**src/rtl/ram_burst_reader.sv**
```systemverilog
// Streams a burst of consecutive words out of a dual-port RAM read port onto a
// valid/ready interface with a registered output stage and a done pulse.
module ram_burst_reader #(
    parameter int DATA_WIDTH = 32,
    parameter int ADDR_WIDTH = 10
) (
    input  logic                  clk,
    input  logic                  rst,
    input  logic                  start_i,
    input  logic [ADDR_WIDTH-1:0] base_addr_i,
    input  logic [ADDR_WIDTH:0]   length_i,
    output logic                  read_en_o,
    output logic [ADDR_WIDTH-1:0] read_addr_o,
    input  logic [DATA_WIDTH-1:0] mem_data_i,
    output logic [DATA_WIDTH-1:0] data_o,
    output logic                  valid_o,
    input  logic                  ready_i,
    output logic                  last_o,
    output logic                  busy_o,
    output logic                  done_o
);

    localparam int                MEM_SIZE   = 2 ** ADDR_WIDTH;
    localparam logic [ADDR_WIDTH:0] MEM_SIZE_L = (ADDR_WIDTH + 1)'(MEM_SIZE);
    localparam logic [ADDR_WIDTH:0] REM_ONE    = (ADDR_WIDTH + 1)'(1);

    typedef enum logic {
        IDLE = 1'b0,
        READ = 1'b1
    } state_e;

    state_e                  state_q, state_d;
    logic [ADDR_WIDTH-1:0]   ptr_q, ptr_d;
    logic [ADDR_WIDTH:0]     remaining_q, remaining_d;
    logic [DATA_WIDTH-1:0]   data_q, data_d;
    logic                    valid_q, valid_d;
    logic                    last_q, last_d;
    logic                    done_q, done_d;

    logic [ADDR_WIDTH:0]     eff_len;
    logic                    start_accept;
    logic                    read_en;
    logic                    busy;
    logic                    xfer;
    logic                    final_xfer;

    // Requests longer than the RAM are clipped so every word is read at most once.
    assign eff_len      = (length_i > MEM_SIZE_L) ? MEM_SIZE_L : length_i;
    assign start_accept = (state_q == IDLE) && start_i;
    assign xfer         = valid_q && ready_i;
    assign final_xfer   = xfer && last_q;

    // NOTE: sequential state uses non-blocking assignments so every register
    // samples the pre-edge values of the others; blocking here would create
    // order-dependent simulation and mismatch synthesis.
    always_ff @(posedge clk) begin
        if (rst) begin
            state_q <= IDLE;
        end else begin
            state_q <= state_d;
        end
    end

    // NOTE: every combinational output gets a default before any branch, so no
    // path leaves a variable unassigned and no latch is inferred.
    always_comb begin
        state_d = state_q;
        case (state_q)
            IDLE:    if (start_i && (eff_len != '0)) state_d = READ;
            READ:    if (final_xfer) state_d = IDLE;
            default: state_d = IDLE;
        endcase
    end

    always_comb begin
        busy    = 1'b0;
        read_en = 1'b0;
        if (state_q == READ) begin
            busy    = 1'b1;
            // Fetch only when the output register is empty or draining this edge.
            read_en = (remaining_q != '0) && (!valid_q || ready_i);
        end
    end

    always_comb begin
        ptr_d       = ptr_q;
        remaining_d = remaining_q;
        data_d      = data_q;
        valid_d     = valid_q;
        last_d      = last_q;
        done_d      = 1'b0;

        if (start_accept) begin
            ptr_d       = base_addr_i;
            remaining_d = eff_len;
            if (eff_len == '0) begin
                done_d = 1'b1;
            end
        end

        if (read_en) begin
            ptr_d       = ptr_q + 1'b1;
            remaining_d = remaining_q - 1'b1;
            data_d      = mem_data_i;
            valid_d     = 1'b1;
            last_d      = (remaining_q == REM_ONE);
        end else if (xfer) begin
            valid_d = 1'b0;
            last_d  = 1'b0;
        end

        if (final_xfer) begin
            done_d = 1'b1;
        end
    end

    always_ff @(posedge clk) begin
        if (rst) begin
            ptr_q       <= '0;
            remaining_q <= '0;
            data_q      <= '0;
            valid_q     <= 1'b0;
            last_q      <= 1'b0;
            done_q      <= 1'b0;
        end else begin
            ptr_q       <= ptr_d;
            remaining_q <= remaining_d;
            data_q      <= data_d;
            valid_q     <= valid_d;
            last_q      <= last_d;
            done_q      <= done_d;
        end
    end

    assign read_en_o   = read_en;
    assign read_addr_o = ptr_q;
    assign data_o      = data_q;
    assign valid_o     = valid_q;
    assign last_o      = last_q;
    assign busy_o      = busy;
    assign done_o      = done_q;

    // A stalled word must not change under the consumer.
    a_stall_hold : assert property (@(posedge clk) disable iff (rst)
        (valid_o && !ready_i) |=> (valid_o && $stable(data_o) && $stable(last_o)));

    a_idle_quiet : assert property (@(posedge clk) disable iff (rst)
        !busy_o |-> (!valid_o && !read_en_o));

    a_done_idle : assert property (@(posedge clk) disable iff (rst)
        done_o |-> !busy_o);

endmodule

```
**config.mk**
```make
export PLATFORM = sky130hd
export DESIGN_NAME = ram_burst_reader
export DESIGN_NICKNAME = d
export VERILOG_FILES = /design/src/rtl/ram_burst_reader.sv
export SDC_FILE = /design/constraint.sdc
export NUM_CORES = 1
export LEC_CHECK = 0
export ABC_AREA = 1
export CELL_PAD_IN_SITES_DETAIL_PLACEMENT = 1
export CELL_PAD_IN_SITES_GLOBAL_PLACEMENT = 2
export CORE_MARGIN = 2
export CORE_UTILIZATION = 20
export CTS_CLUSTER_SIZE = 10
export DETAILED_ROUTE_END_ITERATION = 10
export GPL_ROUTABILITY_DRIVEN = 0
export GPL_TIMING_DRIVEN = 0
export PLACE_DENSITY = 0.81
export SLEW_MARGIN = 20
export SYNTH_ARGS = -nofsm -noshare
export SYNTH_HDL_FRONTEND = slang
export SYNTH_SLANG_ARGS = --single-unit
```
**constraint.sdc**
```tcl
create_clock -name clk -period 1.65 [get_ports clk]
set_input_delay 0.165 -clock clk [delete_from_list [all_inputs] [get_ports clk]]
set_output_delay 0.165 -clock clk [all_outputs]
set_load 0.005 [all_outputs]
```
==> impl_metrics.csv, run 1 <==
group,metric,value,unit
status,status,"finished with violations",
status,violations,"negative setup slack",
clock_network,cts-hold-fix-buffers,0,
route,via_count,3203,
route,ant_nets,0,
sta,worst_slack,-0.0137,ns
placed_design,portBuffers,102,
logic_synthesis,yosysSeqAreaShare,0.413,
placed_design,dp.cells,694,
clock_network,clkSlewWorstSetupHoldPaths,0.05,ns
critical_path,worst_ep_arrival_time,1.50,ns
logic_synthesis,synth_area,2770,µm²
logic_synthesis,ys_types,25,
cells_and_area,n_antenna_cell,0,
sta,slew_violations,0,
sta,period_minus_slack,1.66,ns
cells_and_area,final_common_cell,"clkdlybuf4s50_1",
critical_path,startpoint_type,"flip-flop",
logic_synthesis,avgSynthCellArea,6.65,µm²
global_routing,gr-total-overflow,0,
critical_path,required,1.48,ns
die,die_w,122,µm
cells_and_area,multi_input_area,1580,µm²
route,wl_per_cell,14.9,µm
flow_run,cap_viol_max_count,0,
die,num_rows,42,
critical_path,critPathCaptureType,"primary output",
global_routing,grt_max_degree,11,
logic_synthesis,yosys_warnings,0,
pwr,vdd_drop_max,0.478,mV
die,dieArea,14800,µm²
cells_and_area,most-common-layout-cells,"clkdlybuf4s50_1 (101), nor2_1 (92), nand2_1 (69)",
sta,rsz0062_at_grt,"yes",
route,drt_first_pass_iters,4,
clock_network,cts_sinks,57,
hold_path,hp-class,"in2reg",
die,die_height,122,µm
sta,fmax,601,MHz
sta,tightest_slew,0.705,ns
global_routing,antenna_found_initial,0,
cells_and_area,final_core_util,0.358,
logic_synthesis,synth_nets,476,
cells_and_area,fill_cells,1634,
die,core-area,13300,µm²
sta,setup_tns,-0.0137,ns
route,wirelength,10800,µm
route,drc,0,
global_routing,grt_use_total,0.146,
placed_design,dp_hpwl,7840,µm
clock_network,cts_root_buffer,"clkbuf_16",
clock_network,clock_latency,0.33,ns
clock_network,clock_path_buffers,2,
route,via_per_inst,4.41,
sta,fin_worst_skew,0.00507,ns
cells_and_area,drive_gt1_frac,0.175,
sta,slew_headroom,0.530,
clock_network,numCtsBuffers,9,
cells_and_area,finalNonFillerCells,726,
placed_design,place_ws,-0.649,ns
critical_path,worstPathMaxFanout,4,
die,ios,104,
clock_network,h-tree-depth,3,
pwr,powerDensity,1130,nW/µm²
cells_and_area,syn2layout_area_growth,72.6,%
clock_network,cts_tree,"yes",
cells_and_area,register_area,1150,µm²
route,initialDrtViolationCount,89,
sta,layout_worst_path_cycle_share,1.01,
sta,finalHoldViolations,0,
cells_and_area,nets,605,
logic_synthesis,synth_seq_cells,57,
critical_path,critPathKind,"reg2out",
sta,setup_viol,1,
logic_synthesis,synth_cells,416,
global_routing,grt_pass1_wl,16800,µm
die,start_util,0.207,
global_routing,grt_pass1_vias,3307,
pwr,p_leak,1.96,nW
==> logic make-up after synthesis <==
group           Yosys count  synth area share
compound gates           60             0.110
fa+ha+maj                 3            0.0136
xor+xnor                  8            0.0253
buf+inv                  57            0.0909
simple gates            231             0.348
flops                    57             0.413
==> Yosys cell counts <==
cell	number	area, µm²
dfxtp_1	57	1140
inv_2	3	11.3
inv_1	31	116
o21ai_1	6	30.0
buf_6	3	33.8
nand2_2	1	6.26
a21oi_1	17	85.1
o21ai_0	36	180
buf_2	8	40.0
o21bai_1	1	7.51
nand2_1	74	278
nand3_1	44	220
clkbuf_1	8	30.0
ha_1	3	37.5
xor2_1	6	52.6
nor3_1	2	10.0
clkbuf_2	1	5.00
buf_4	1	7.51
nor3_2	1	10.0
nand4_1	7	43.8
nand3_2	1	10.0
buf_1	2	7.51
nor2_2	2	12.5
xnor2_1	2	17.5
nor2_1	99	372
==> worst paths after layout <==
| path | cells after the start | to | slack [ns] | startpoint |
|---|---|---|---|---|
| max reg2reg | 11 | remaining_q[1] | 0.01 | remaining_q[7] |
| min reg2reg | 2 | data_o[27] | 0.47 | data_o[27] |
| min | 2 | remaining_q[7] | 0.26 | rst |
| max | 8 | read_en_o | -0.01 | remaining_q[7] |
==> power breakdown <==
part	switching (mW)	internal, mW	leakage, nW	total [mW]
logic	0.873	0.929	1.35	1.80
registers	0.157	1.57	0.471	1.73
clock network	0.642	1.21	0.144	1.85
==> metal layers <==
metal	share of wire	global-route usage	up-vias
met4	0.013	0.0417	0
met1	0.46	0.184	1531
li1	-	-	1586
met3	0.043	0.0351	14
met2	0.48	0.250	72
met5	0	0	-
==> final cells by class <==
cell class	instances	area share
inverter	34	0.0283
clock inverter	3	0.00839
tap	176	0.0461
clock buffer	13	0.0524
multi-input combinational	302	0.331
buffer	23	0.0409
sequential	57	0.241
timing repair buffer	118	0.251
==> flip-flops by register name (all words and copies together) (netlist names) <==
name         flops
last_o           1
data_o          32
done_o           1
read_addr_o     10
valid_o          1
remaining_q     11
state_q          1
==> through the flow <==
step	power, mW	instance area, µm²	hold slack [ns]
5_1_grt	5.71	4770	0.291
3_3_place_gp	3.11	4010	0.465
3_5_place_dp	3.16	4010	0.474
4_1_cts	5.19	4460	0.238
6_report	5.38	4770	0.260
2_1_floorplan	2.46	2770	0.311
==> what timing repair did <==
action	CTS	global route
endpoints found under the setup margin	56	48
buffers inserted	10	3
pin swaps	3	19
endpoints found under the hold margin	0	0
cloned	0	3
gates resized for setup	39	67
==> critical path, stage by stage, from the launching register on <==
cell and delay [ns]:
dfxtp_4 0.36, nor2_4 0.12, nand2_2 0.08, nor2_4 0.15, nand3_4 0.10, nand2_4 0.10
inv_4 0.04, buf_8 0.11, buf_6 0.10
Power figures use the tool's default switching activity.
==> run 2, diff against run 1 <==
--- a/config.mk
+++ b/config.mk
@@ -6,16 +6,16 @@
 export NUM_CORES = 1
 export LEC_CHECK = 0
 export ABC_AREA = 1
+export CAP_MARGIN = 10
 export CELL_PAD_IN_SITES_DETAIL_PLACEMENT = 1
 export CELL_PAD_IN_SITES_GLOBAL_PLACEMENT = 2
-export CORE_MARGIN = 2
 export CORE_UTILIZATION = 20
 export CTS_CLUSTER_SIZE = 10
 export DETAILED_ROUTE_END_ITERATION = 10
 export GPL_ROUTABILITY_DRIVEN = 0
 export GPL_TIMING_DRIVEN = 0
 export PLACE_DENSITY = 0.81
-export SLEW_MARGIN = 20
+export SLEW_MARGIN = 15
 export SYNTH_ARGS = -nofsm -noshare
 export SYNTH_HDL_FRONTEND = slang
 export SYNTH_SLANG_ARGS = --single-unit
==> run 2 against run 1 <==
The run now ends clean. First-iteration DRC count rose by 1.1%. Cell area down 1.2%. Power fell by 0.16%. Critical path depth unchanged. Utilization shrank 0.41 points.
==> impl_metrics.csv, run 2 (synthesis gave the netlist of run 1 again) <==
group,metric,value,unit
sta,layout_worst_path_cycle_share,0.997,
global_routing,antenna_found_initial,0,
die,ios,104,
pwr,powerDensity,1140,nW/µm²
sta,holdWs,0.272,ns
critical_path,slowest_stage,"dfxtp_4",
critical_path,path_cells,"nor2_4, nand2_2, nor2_4, nand3_4, nand2_4, inv_4, buf_6, buf_6",
clock_network,numCtsBuffers,9,
pwr,power.total,5.37,mW
route,wirelength,10500,µm
sta,rsz0062_at_grt,"yes",
placed_design,dp_hpwl,7600,µm
cells_and_area,nets,608,
clock_network,cts_tree,"yes",
die,die_height,120,µm
die,core-area,13300,µm²
cells_and_area,drive_gt1_frac,0.156,
cells_and_area,final_common_cell,"clkdlybuf4s50_1",
cells_and_area,syn2layout_area_growth,70.6,%
critical_path,startpoint_type,"flip-flop",
global_routing,grt_pass1_wl,16500,µm
die,start_util,0.207,
flow_run,cap_viol_max_count,0,
critical_path,cp_slowest_stage_delay,0.36,ns
sta,slew_violations,0,
cells_and_area,n_antenna_cell,0,
route,via_count,3217,
placed_design,portBuffers,102,
route,wl_per_cell,14.4,µm
route,drc,0,
clock_network,cts_root_buffer,"clkbuf_16",
cells_and_area,most-common-layout-cells,"clkdlybuf4s50_1 (101), nor2_1 (96), nand2_1 (69)",
sta,fmax,608,MHz
pwr,p_leak,1.97,nW
die,dieArea,14300,µm²
die,die_w,120,µm
clock_network,clock_path_buffers,2,
critical_path,cp_top_family,"simple AND/OR/NAND/NOR gates",
critical_path,worstPathMaxFanout,3,
critical_path,critPathCaptureType,"primary output",
route,drt_first_pass_iters,4,
route,initialDrtViolationCount,90,
clock_network,h-tree-depth,3,
critical_path,required,1.48,ns
route,ant_nets,0,
clock_network,clkSlewWorstSetupHoldPaths,0.05,ns
cells_and_area,largest_reg_flops,32,
die,num_rows,42,
sta,fin_worst_skew,0.00439,ns
critical_path,critPathKind,"reg2out",
global_routing,grt_use_total,0.148,
clock_network,cts_sinks,57,
sta,finalHoldViolations,0,
pwr,vdd_drop_max,0.449,mV
route,via_per_inst,4.42,
global_routing,grt_pass1_vias,3267,
hold_path,hp-class,"in2reg",
status,status,"finished clean",
global_routing,grt_max_degree,11,
sta,setup_viol,0,
sta,slew_headroom,0.510,
sta,tightest_slew,0.735,ns
global_routing,gr-total-overflow,0,
sta,period_minus_slack,1.65,ns
critical_path,path_buf_inv,3,
critical_path,worst_ep_arrival_time,1.48,ns
clock_network,clock_latency,0.33,ns
## run 2: cell types whose count changed in the layout (fill, tap and decap cells not counted), moves of 3 or more
cell and change:
o21ai_2 -3, nand3_2 -4, nor2_1 +4, nor2_2 -4
a21oi_1 +3, buf_4 +3, nand3_1 +5
## run 2: final timing paths
kind                     to           start  slack (ns)  cells past startpoint
max               read_en_o  remaining_q[7]       0.005                      8
min          remaining_q[7]             rst        0.27                      2
max reg2reg  read_addr_o[4]  remaining_q[0]        0.03                     11
min reg2reg      data_o[31]      data_o[31]        0.48                      2
## run 2: power breakdown
group,leakage [nW],switching (mW),internal [mW]
Sequential,0.472,0.149,1.57
Combinational,1.35,0.851,0.926
Clock,0.148,0.634,1.24
## run 2: worst register-to-register path: stages (launching register included)
cell       delay, ns
dfxtp_4         0.36
inv_6           0.04
ha_4            0.16
nand2_4         0.08
inv_4           0.04
nand3_4         0.08
nand2_4         0.07
buf_6           0.15
buf_12          0.15
clkbuf_16       0.16
o21ai_2         0.11
a21oi_1         0.07
## run 2: metal layers
metal	part of all wire	vias to the layer above	global-route usage	wire length, µm
met2	0.49	75	0.246	5140
met3	0.039	7	0.0418	412
li1	-	1601	-	-
met1	0.46	1534	0.191	4840
met5	0	-	0	0
met4	0.0071	0	0.0273	74
## run 2: through the flow
step | area (µm²) | TNS, ns | utilization | std cells | setup WS, ns
floorplan | 2770 | 0 | - | 416 | 0.0860
CTS | 4470 | -0.0160 | 0.335 | 719 | -0.00852
detailed placement | 4010 | -14.35 | 0.300 | 694 | -0.638
finish | 4720 | 0 | 0.353 | 728 | 0.00494
global placement | 4010 | -13.27 | 0.300 | 694 | -0.650
global route | 4720 | -0.163 | 0.353 | 728 | -0.0439
## run 2: layout make-up
cell class | instances | area, µm²
fill | 1641 | 8630
multi-input combinational | 302 | 1500
timing repair buffer | 122 | 1230
sequential | 57 | 1150
clock buffer | 12 | 256
tap | 176 | 220
buffer | 22 | 175
inverter | 34 | 138
clock inverter | 3 | 40.0
## run 2: what timing repair did
| action | in CTS | in global routing |
|---|---|---|
| buffers inserted | 10 | 7 |
| setup endpoints to repair | 56 | 50 |
| pin swaps | 6 | 14 |
| gates cloned | 0 | 3 |
| gates resized for setup | 42 | 40 |
| hold buffers | 0 | 0 |
